File: config.mk
export PLATFORM = sky130hd
export DESIGN_NAME = wb_mem_arbiter
export DESIGN_NICKNAME = d
export VERILOG_FILES = /design/src/rtl/wb_arb_pkg.sv /design/src/rtl/rr_pick.sv /design/src/rtl/wb_mem_arbiter.sv
export SDC_FILE = /design/constraint.sdc
export NUM_CORES = 1
export LEC_CHECK = 0
export CORE_AREA = 2 2 151 153
export CTS_BUF_LIST = sky130_fd_sc_hd__clkbuf_4 sky130_fd_sc_hd__clkbuf_8
export DETAILED_ROUTE_END_ITERATION = 8
export DIE_AREA = 0 0 153 155
export HOLD_SLACK_MARGIN = 0.06
export SYNTH_ARGS = -nofsm -noshare
export SYNTH_HDL_FRONTEND = slang
export SYNTH_SLANG_ARGS = --single-unit
File: constraint.sdc
create_clock -name clk -period 2 [get_ports clk]
set_input_delay 0.2 -clock clk [delete_from_list [all_inputs] [get_ports clk]]
set_output_delay 0.2 -clock clk [all_outputs]
set_load 0.03 [all_outputs]
File: src/rtl/wb_arb_pkg.sv
// Shared types and default bus widths for the Wishbone memory arbiter.
package wb_arb_pkg;

  typedef enum logic [1:0] {
    IDLE  = 2'd0,
    GRANT = 2'd1,
    ABORT = 2'd2
  } arb_state_t;

  localparam int WB_ADR_W = 32;
  localparam int WB_DAT_W = 32;

endpackage

File: src/rtl/rr_pick.sv
// Combinational round-robin picker for the non-priority requesters 1..N-1.
// Search starts at ptr and wraps from N-1 back to 1; index 0 is never picked.
//   req   : request bits for masters N-1..1
//   ptr   : first index to consider (1..N-1)
//   gnt   : one-hot winner, bit 0 always clear
//   valid : any request present
module rr_pick #(
  parameter int N     = 3,
  parameter int PTR_W = $clog2(N)
) (
  input  logic [N-1:1]     req,
  input  logic [PTR_W-1:0] ptr,
  output logic [N-1:0]     gnt,
  output logic             valid
);

  int idx;

  always_comb begin
    gnt   = '0;
    valid = 1'b0;
    idx   = 0;
    for (int k = 0; k < N - 1; k++) begin
      idx = int'(ptr) + k;
      if (idx >= N) idx = idx - (N - 1);
      for (int i = 1; i < N; i++) begin
        if (!valid && (i == idx) && req[i]) begin
          gnt[i] = 1'b1;
          valid  = 1'b1;
        end
      end
    end
  end

endmodule

File: src/rtl/wb_mem_arbiter.sv
// Shares one Wishbone B3 memory slave port between NUM_MASTERS requesters.
// Master 0 (display DMA) has fixed top priority, masters 1..N-1 rotate.
// The owner keeps the bus until it drops cyc; a watchdog aborts hung cycles.
//   clk, rst            : clock, async active-high reset
//   m_* (in)            : per-master request side, flattened by master index
//   m_ack/err/rty (out) : responses, only to the owner
//   m_dat_s2m (out)     : read data, broadcast
//   s_* (out/in)        : slave side
//   grant (out)         : one-hot owner, 0 when idle
//   timeout (out)       : one-cycle pulse on watchdog abort
//
// state | meaning
// IDLE  | bus free, arbitrate among m_cyc
// GRANT | owner's signals routed to the slave, watchdog running
// ABORT | one cycle: error to owner, bus released
module wb_mem_arbiter
  import wb_arb_pkg::*;
#(
  parameter int NUM_MASTERS    = 3,
  parameter int TIMEOUT_CYCLES = 1024,
  parameter int ADR_W          = WB_ADR_W,
  parameter int DAT_W          = WB_DAT_W
) (
  input  logic                       clk,
  input  logic                       rst,
  input  logic [NUM_MASTERS-1:0]       m_cyc,
  input  logic [NUM_MASTERS-1:0]       m_stb,
  input  logic [NUM_MASTERS-1:0]       m_we,
  input  logic [NUM_MASTERS*ADR_W-1:0] m_adr,
  input  logic [NUM_MASTERS*DAT_W-1:0] m_dat_m2s,
  input  logic [NUM_MASTERS*4-1:0]     m_sel,
  input  logic [NUM_MASTERS*3-1:0]     m_cti,
  input  logic [NUM_MASTERS*2-1:0]     m_bte,
  output logic [NUM_MASTERS-1:0]       m_ack,
  output logic [NUM_MASTERS-1:0]       m_err,
  output logic [NUM_MASTERS-1:0]       m_rty,
  output logic [DAT_W-1:0]             m_dat_s2m,
  output logic                       s_cyc,
  output logic                       s_stb,
  output logic                       s_we,
  output logic [ADR_W-1:0]           s_adr,
  output logic [DAT_W-1:0]           s_dat_m2s,
  output logic [3:0]                 s_sel,
  output logic [2:0]                 s_cti,
  output logic [1:0]                 s_bte,
  input  logic                       s_ack,
  input  logic                       s_err,
  input  logic                       s_rty,
  input  logic [DAT_W-1:0]           s_dat_s2m,
  output logic [NUM_MASTERS-1:0]       grant,
  output logic                       timeout
);

  localparam int N     = NUM_MASTERS;
  localparam int PTR_W = $clog2(N);
  // Width floors at 1 so a disabled watchdog still elaborates.
  localparam int WD_W  = (TIMEOUT_CYCLES > 0) ? $clog2(TIMEOUT_CYCLES + 1) : 1;
  localparam logic [WD_W-1:0]  WD_LAST = WD_W'(TIMEOUT_CYCLES - 1);
  localparam logic [PTR_W-1:0] PTR_ONE = PTR_W'(1);

  arb_state_t       state_q, state_d;
  logic [N-1:0]     grant_q, grant_d;
  logic [PTR_W-1:0] rr_ptr_q, rr_ptr_d;
  logic [WD_W-1:0]  wdog_q, wdog_d;
  logic [N-1:0]     pick_gnt;
  logic             pick_valid;
  logic             resp;

  rr_pick #(.N(N), .PTR_W(PTR_W)) u_rr_pick (
    .req   (m_cyc[N-1:1]),
    .ptr   (rr_ptr_q),
    .gnt   (pick_gnt),
    .valid (pick_valid)
  );

  assign resp      = s_ack | s_err | s_rty;
  assign grant     = grant_q;
  assign m_dat_s2m = s_dat_s2m;

  always_comb begin
    s_cyc     = 1'b0;
    s_stb     = 1'b0;
    s_we      = 1'b0;
    s_adr     = '0;
    s_dat_m2s = '0;
    s_sel     = '0;
    s_cti     = '0;
    s_bte     = '0;
    m_ack     = '0;
    m_err     = '0;
    m_rty     = '0;
    timeout   = 1'b0;
    if (state_q == GRANT) begin
      for (int i = 0; i < N; i++) begin
        if (grant_q[i]) begin
          s_cyc     = m_cyc[i];
          s_stb     = m_stb[i];
          s_we      = m_we[i];
          s_adr     = m_adr[i*ADR_W +: ADR_W];
          s_dat_m2s = m_dat_m2s[i*DAT_W +: DAT_W];
          s_sel     = m_sel[i*4 +: 4];
          s_cti     = m_cti[i*3 +: 3];
          s_bte     = m_bte[i*2 +: 2];
        end
      end
      m_ack = grant_q & {N{s_ack}};
      m_err = grant_q & {N{s_err}};
      m_rty = grant_q & {N{s_rty}};
    end else if (state_q == ABORT) begin
      // Slave responses are ignored here; the owner only sees the abort error.
      m_err   = grant_q;
      timeout = 1'b1;
    end
  end

  always_comb begin
    state_d  = state_q;
    grant_d  = grant_q;
    rr_ptr_d = rr_ptr_q;
    wdog_d   = '0;
    unique case (state_q)
      IDLE: begin
        if (m_cyc[0] || pick_valid) begin
          state_d = GRANT;
          if (m_cyc[0]) begin
            grant_d = N'(1);
          end else begin
            grant_d = pick_gnt;
            for (int i = 1; i < N; i++) begin
              if (pick_gnt[i]) rr_ptr_d = (i == N - 1) ? PTR_ONE : PTR_W'(i + 1);
            end
          end
        end
      end
      GRANT: begin
        if (!s_cyc) begin
          state_d = IDLE;
          grant_d = '0;
        end else if (s_stb && !resp) begin
          if ((TIMEOUT_CYCLES > 0) && (wdog_q == WD_LAST)) state_d = ABORT;
          else if (wdog_q != '1)                           wdog_d  = wdog_q + 1'b1;
          else                                             wdog_d  = wdog_q;
        end
      end
      ABORT: begin
        state_d = IDLE;
        grant_d = '0;
      end
      default: begin
        state_d = IDLE;
        grant_d = '0;
      end
    endcase
  end

  always_ff @(posedge clk or posedge rst) begin
    if (rst) begin
      state_q  <= IDLE;
      grant_q  <= '0;
      rr_ptr_q <= PTR_ONE;
      wdog_q   <= '0;
    end else begin
      state_q  <= state_d;
      grant_q  <= grant_d;
      rr_ptr_q <= rr_ptr_d;
      wdog_q   <= wdog_d;
    end
  end

endmodule

==> results.md <==
- Outcome: complete, no violations
- Worst-Margin Slew: 0.499 ns
- Clock Latency Late Sink: 0.25 ns
- Startpoint types: register
- Pwr dens: 1140 nW/µm²
- Num CTS Buffers: 3
- Worst Path Arrival: 2.11 ns
- Crit path max fanout: 3
- GP Congestion: 0.753
- CP top delay family: flip-flops
- FMAX: 505 MHz
- Std-Cell Rows: 55
- CP max-delay cell: dfstp_2
- Tmin final: 1.98 ns
- Post-synthesis sequential area ratio: 0.147
- Setup-failing EPs final: 0
- Final-stage net count: 1061
- Cell variety after synth: 38
- Yosys top cell area share: 0.197
- Synth top cells by count: nor2_1, a21oi_1, a22oi_1, buf_4, clkbuf_1
- Worst EP required: 2.13 ns
- Reg2reg end: rr_ptr_q[1]
- Period utilization: 0.990
- CTS tree: done
- Critical Path End Type: register
- DRT iter0 DRCs: 265
- Syn Inst Count: 506
- Worst Path Buf+Inv: 2
- Clock root buffer: clkbuf_8
- Setup WS post-layout: 0.0205 ns
- Dpl ws: -0.0317 ns
- Die Area: 23700 µm²
- Adder-cell share of the synthesized area: 0.0244
- CTS H-Tree Depth: 1
- Placed cell count: 1062
- Power share of the clock group: 0.034
- Warnings from Yosys: 0
- Compound-gate portion of the synthesized area: 0.371
- Global-route wire length before repair: 25200 µm
- CP Cell Sequence: inv_4 > ha_4 > or4b_4 > o31ai_4 > buf_4 > nand3b_1 > a21oi_2 > a21oi_1
- Detailed Route WL: 17700 µm
- Detail Route Antenna Nets: 0
- Vias in the first global route: 4342
- Filler cell count: 2377
- Grt ovf: 0
- Clock tree buffer depth: 2
- Syn Nets: 777
- Post-synthesis simple-gate area fraction: 0.304
- RSZ-0062 raised after global routing: yes
- Switching power: 4.32 mW
- Gate power share: 0.903
- # hold bufs at CTS: 0
- PortBufs: 321
- Core ar.: 22200 µm²
- Top-count cell post-synth: nor2_1
- Max-cap violations: 0
- Design area: 7150 µm²
- Clock skew: 0.00551 ns
- FF-to-FF path depth: 8
- Setup tns final: 0 ns
- Detail Placement HPWL: 13600 µm
- Share of layout cells above drive strength 1: 0.279
- Multi-input logic area: 2480 µm²
- Pin count of the biggest net entering global routing: 73
- Peak VDD IR: 0.408 mV
- Final Non-Filler Cells: 1074
- Reg-to-Reg Start: rr_ptr_q[0]
- Main combinational cell family by area after synthesis: compound AO/OA/AOI/OAI gates
- Die Ht: 155 µm
- Int Pwr: 3.80 mW
- Vias after detailed routing: 4706
- Post-synth EDFFs: 0
- Routed length per placed instance: 16.4 µm
- Final Hold Fails: 0
- Register Area: 458 µm²
- Slew margin rel.: 0.665
- Crit-path max cell delay: 0.55 ns
- Initial core utilization: 0.139
- Synth-to-layout area growth: 132%
- Area share of xor/xnor cells in the synthesized design: 0.00569
- Reg power frac: 0.063
- Leakage: 2.84 nW
- Reg clk slew, reported paths: 0.07 ns
- CTS sink cnt: 18
- Largest cells by area after synthesis: nor2_1, a22oi_1, dfrtp_1
- Mux cell area share after synthesis: 0
- Top FF cell, synth: dfrtp_1
- Slew Limit Fails: 0
- #FFs+latches synth: 18
- Switching share of power: 0.532
- Fraction of registers with async set/reset: 1.00
- Die width: 153 µm
- Total GRT Usage: 0.132
- Flop-to-flop setup slack: 0.02 ns
- Via/cell ratio: 4.38
- Hold Crit Class: input pin to async pin
- Syn_area_per_cell: 6.09 µm²
- Pre-antenna DRT Iters: 4
- Ant diodes: 0
- WHS: 0.257 ns
- Post-route DRC violation count: 0
- Area after DPL: 6800 µm²
- Crit Path Class: register to register
- Ports: 386
- Antenna violations before repair: 1
- Mapped Area: 3080 µm²
- Area leader, netlist: nor2_1
[worst max-delay path by stage]
| stage | startpoint | depth (start not counted) | endpoint | slack [ns] |
|---|---|---|---|---|
| CTS | grant[1] | 7 | s_adr[4] | -0.06 |
| detailed placement | rr_ptr_q[0] | 7 | grant[1] | -0.03 |
| global placement | rr_ptr_q[0] | 7 | grant[1] | -0.001 |
| finish | rr_ptr_q[0] | 8 | rr_ptr_q[1] | 0.02 |
| floorplan | rr_ptr_q[0] | 7 | grant[1] | 0.001 |
| global route | grant[1] | 8 | s_adr[11] | -0.08 |
[power by group through the flow]
stage | logic, mW | clock network [mW] | registers [mW]
after CTS | 7.03 | 0.282 | 0.510
after global routing | 7.84 | 0.298 | 0.522
final | 7.33 | 0.276 | 0.510
after detailed placement | 6.73 | 0 | 0.516
after global placement | 6.72 | 0 | 0.514
after floorplan | 3.83 | 0 | 0.525
[worst min-delay path, stage by stage]
cell             delay, ns
clkdlybuf4s50_1       0.39
inv_1                 0.05
buf_4                 0.24
[state kept, by name, summed over array words and instances, names as in the netlist]
name	flops
wdog_q	11
grant	3
rr_ptr_q	2
state_q	2
[layout by cell type (no fill, tap or decap), types with 4 or more instances in the layout]
cell | netlist | final
nand2_1 | 10 | 10
buf_12 | 0 | 33
buf_6 | 0 | 13
inv_1 | 9 | 8
nor2_1 | 162 | 96
a21oi_2 | 1 | 14
and3_1 | 9 | 9
a22oi_1 | 73 | 70
buf_4 | 34 | 67
nand3_1 | 7 | 7
nand4_1 | 6 | 6
dfrtp_1 | 17 | 14
and2_1 | 6 | 4
nor2_2 | 0 | 66
clkdlybuf4s50_1 | 0 | 234
a21oi_1 | 84 | 71
[cells by family after synthesis]
| family | count (synthesis) |
|---|---|
| compound gates | 178 |
| xor+xnor | 2 |
| fa+ha+maj | 6 |
| buf+inv | 84 |
| flops | 18 |
| simple gates | 218 |
[layout make-up]
| class | instances | share of cell area |
|---|---|---|
| Timing Repair Buffer | 354 | 0.527 |
| Clock buffer | 4 | 0.00683 |
| Multi-Input combinational cell | 404 | 0.347 |
| Sequential cell | 18 | 0.0641 |
| Tap cell | 285 | 0.0499 |
| Inverter | 9 | 0.00508 |
[metal layers]
metal	global-route usage	up-vias	wire [µm]
met1	0.173	2140	7530
met2	0.224	225	8590
li1	-	2327	-
met5	0	-	8
met4	0.0159	2	155
met3	0.0343	12	1380
[what timing repair did]
item	4_1_cts	5_1_grt
setup buffers	2	3
pin swaps	3	9
endpoints found under the hold margin	0	0
cloned	1	2
gates resized for setup	12	37
endpoints found under the setup margin	24	77
[per-stage QoR]
step	util	total power [mW]
after CTS	0.312	7.82
final	0.321	8.12
after floorplan	-	4.35
after global routing	0.321	8.66
after detailed placement	0.306	7.25
after global placement	0.306	7.23
(Power assumes the default switching activity.)
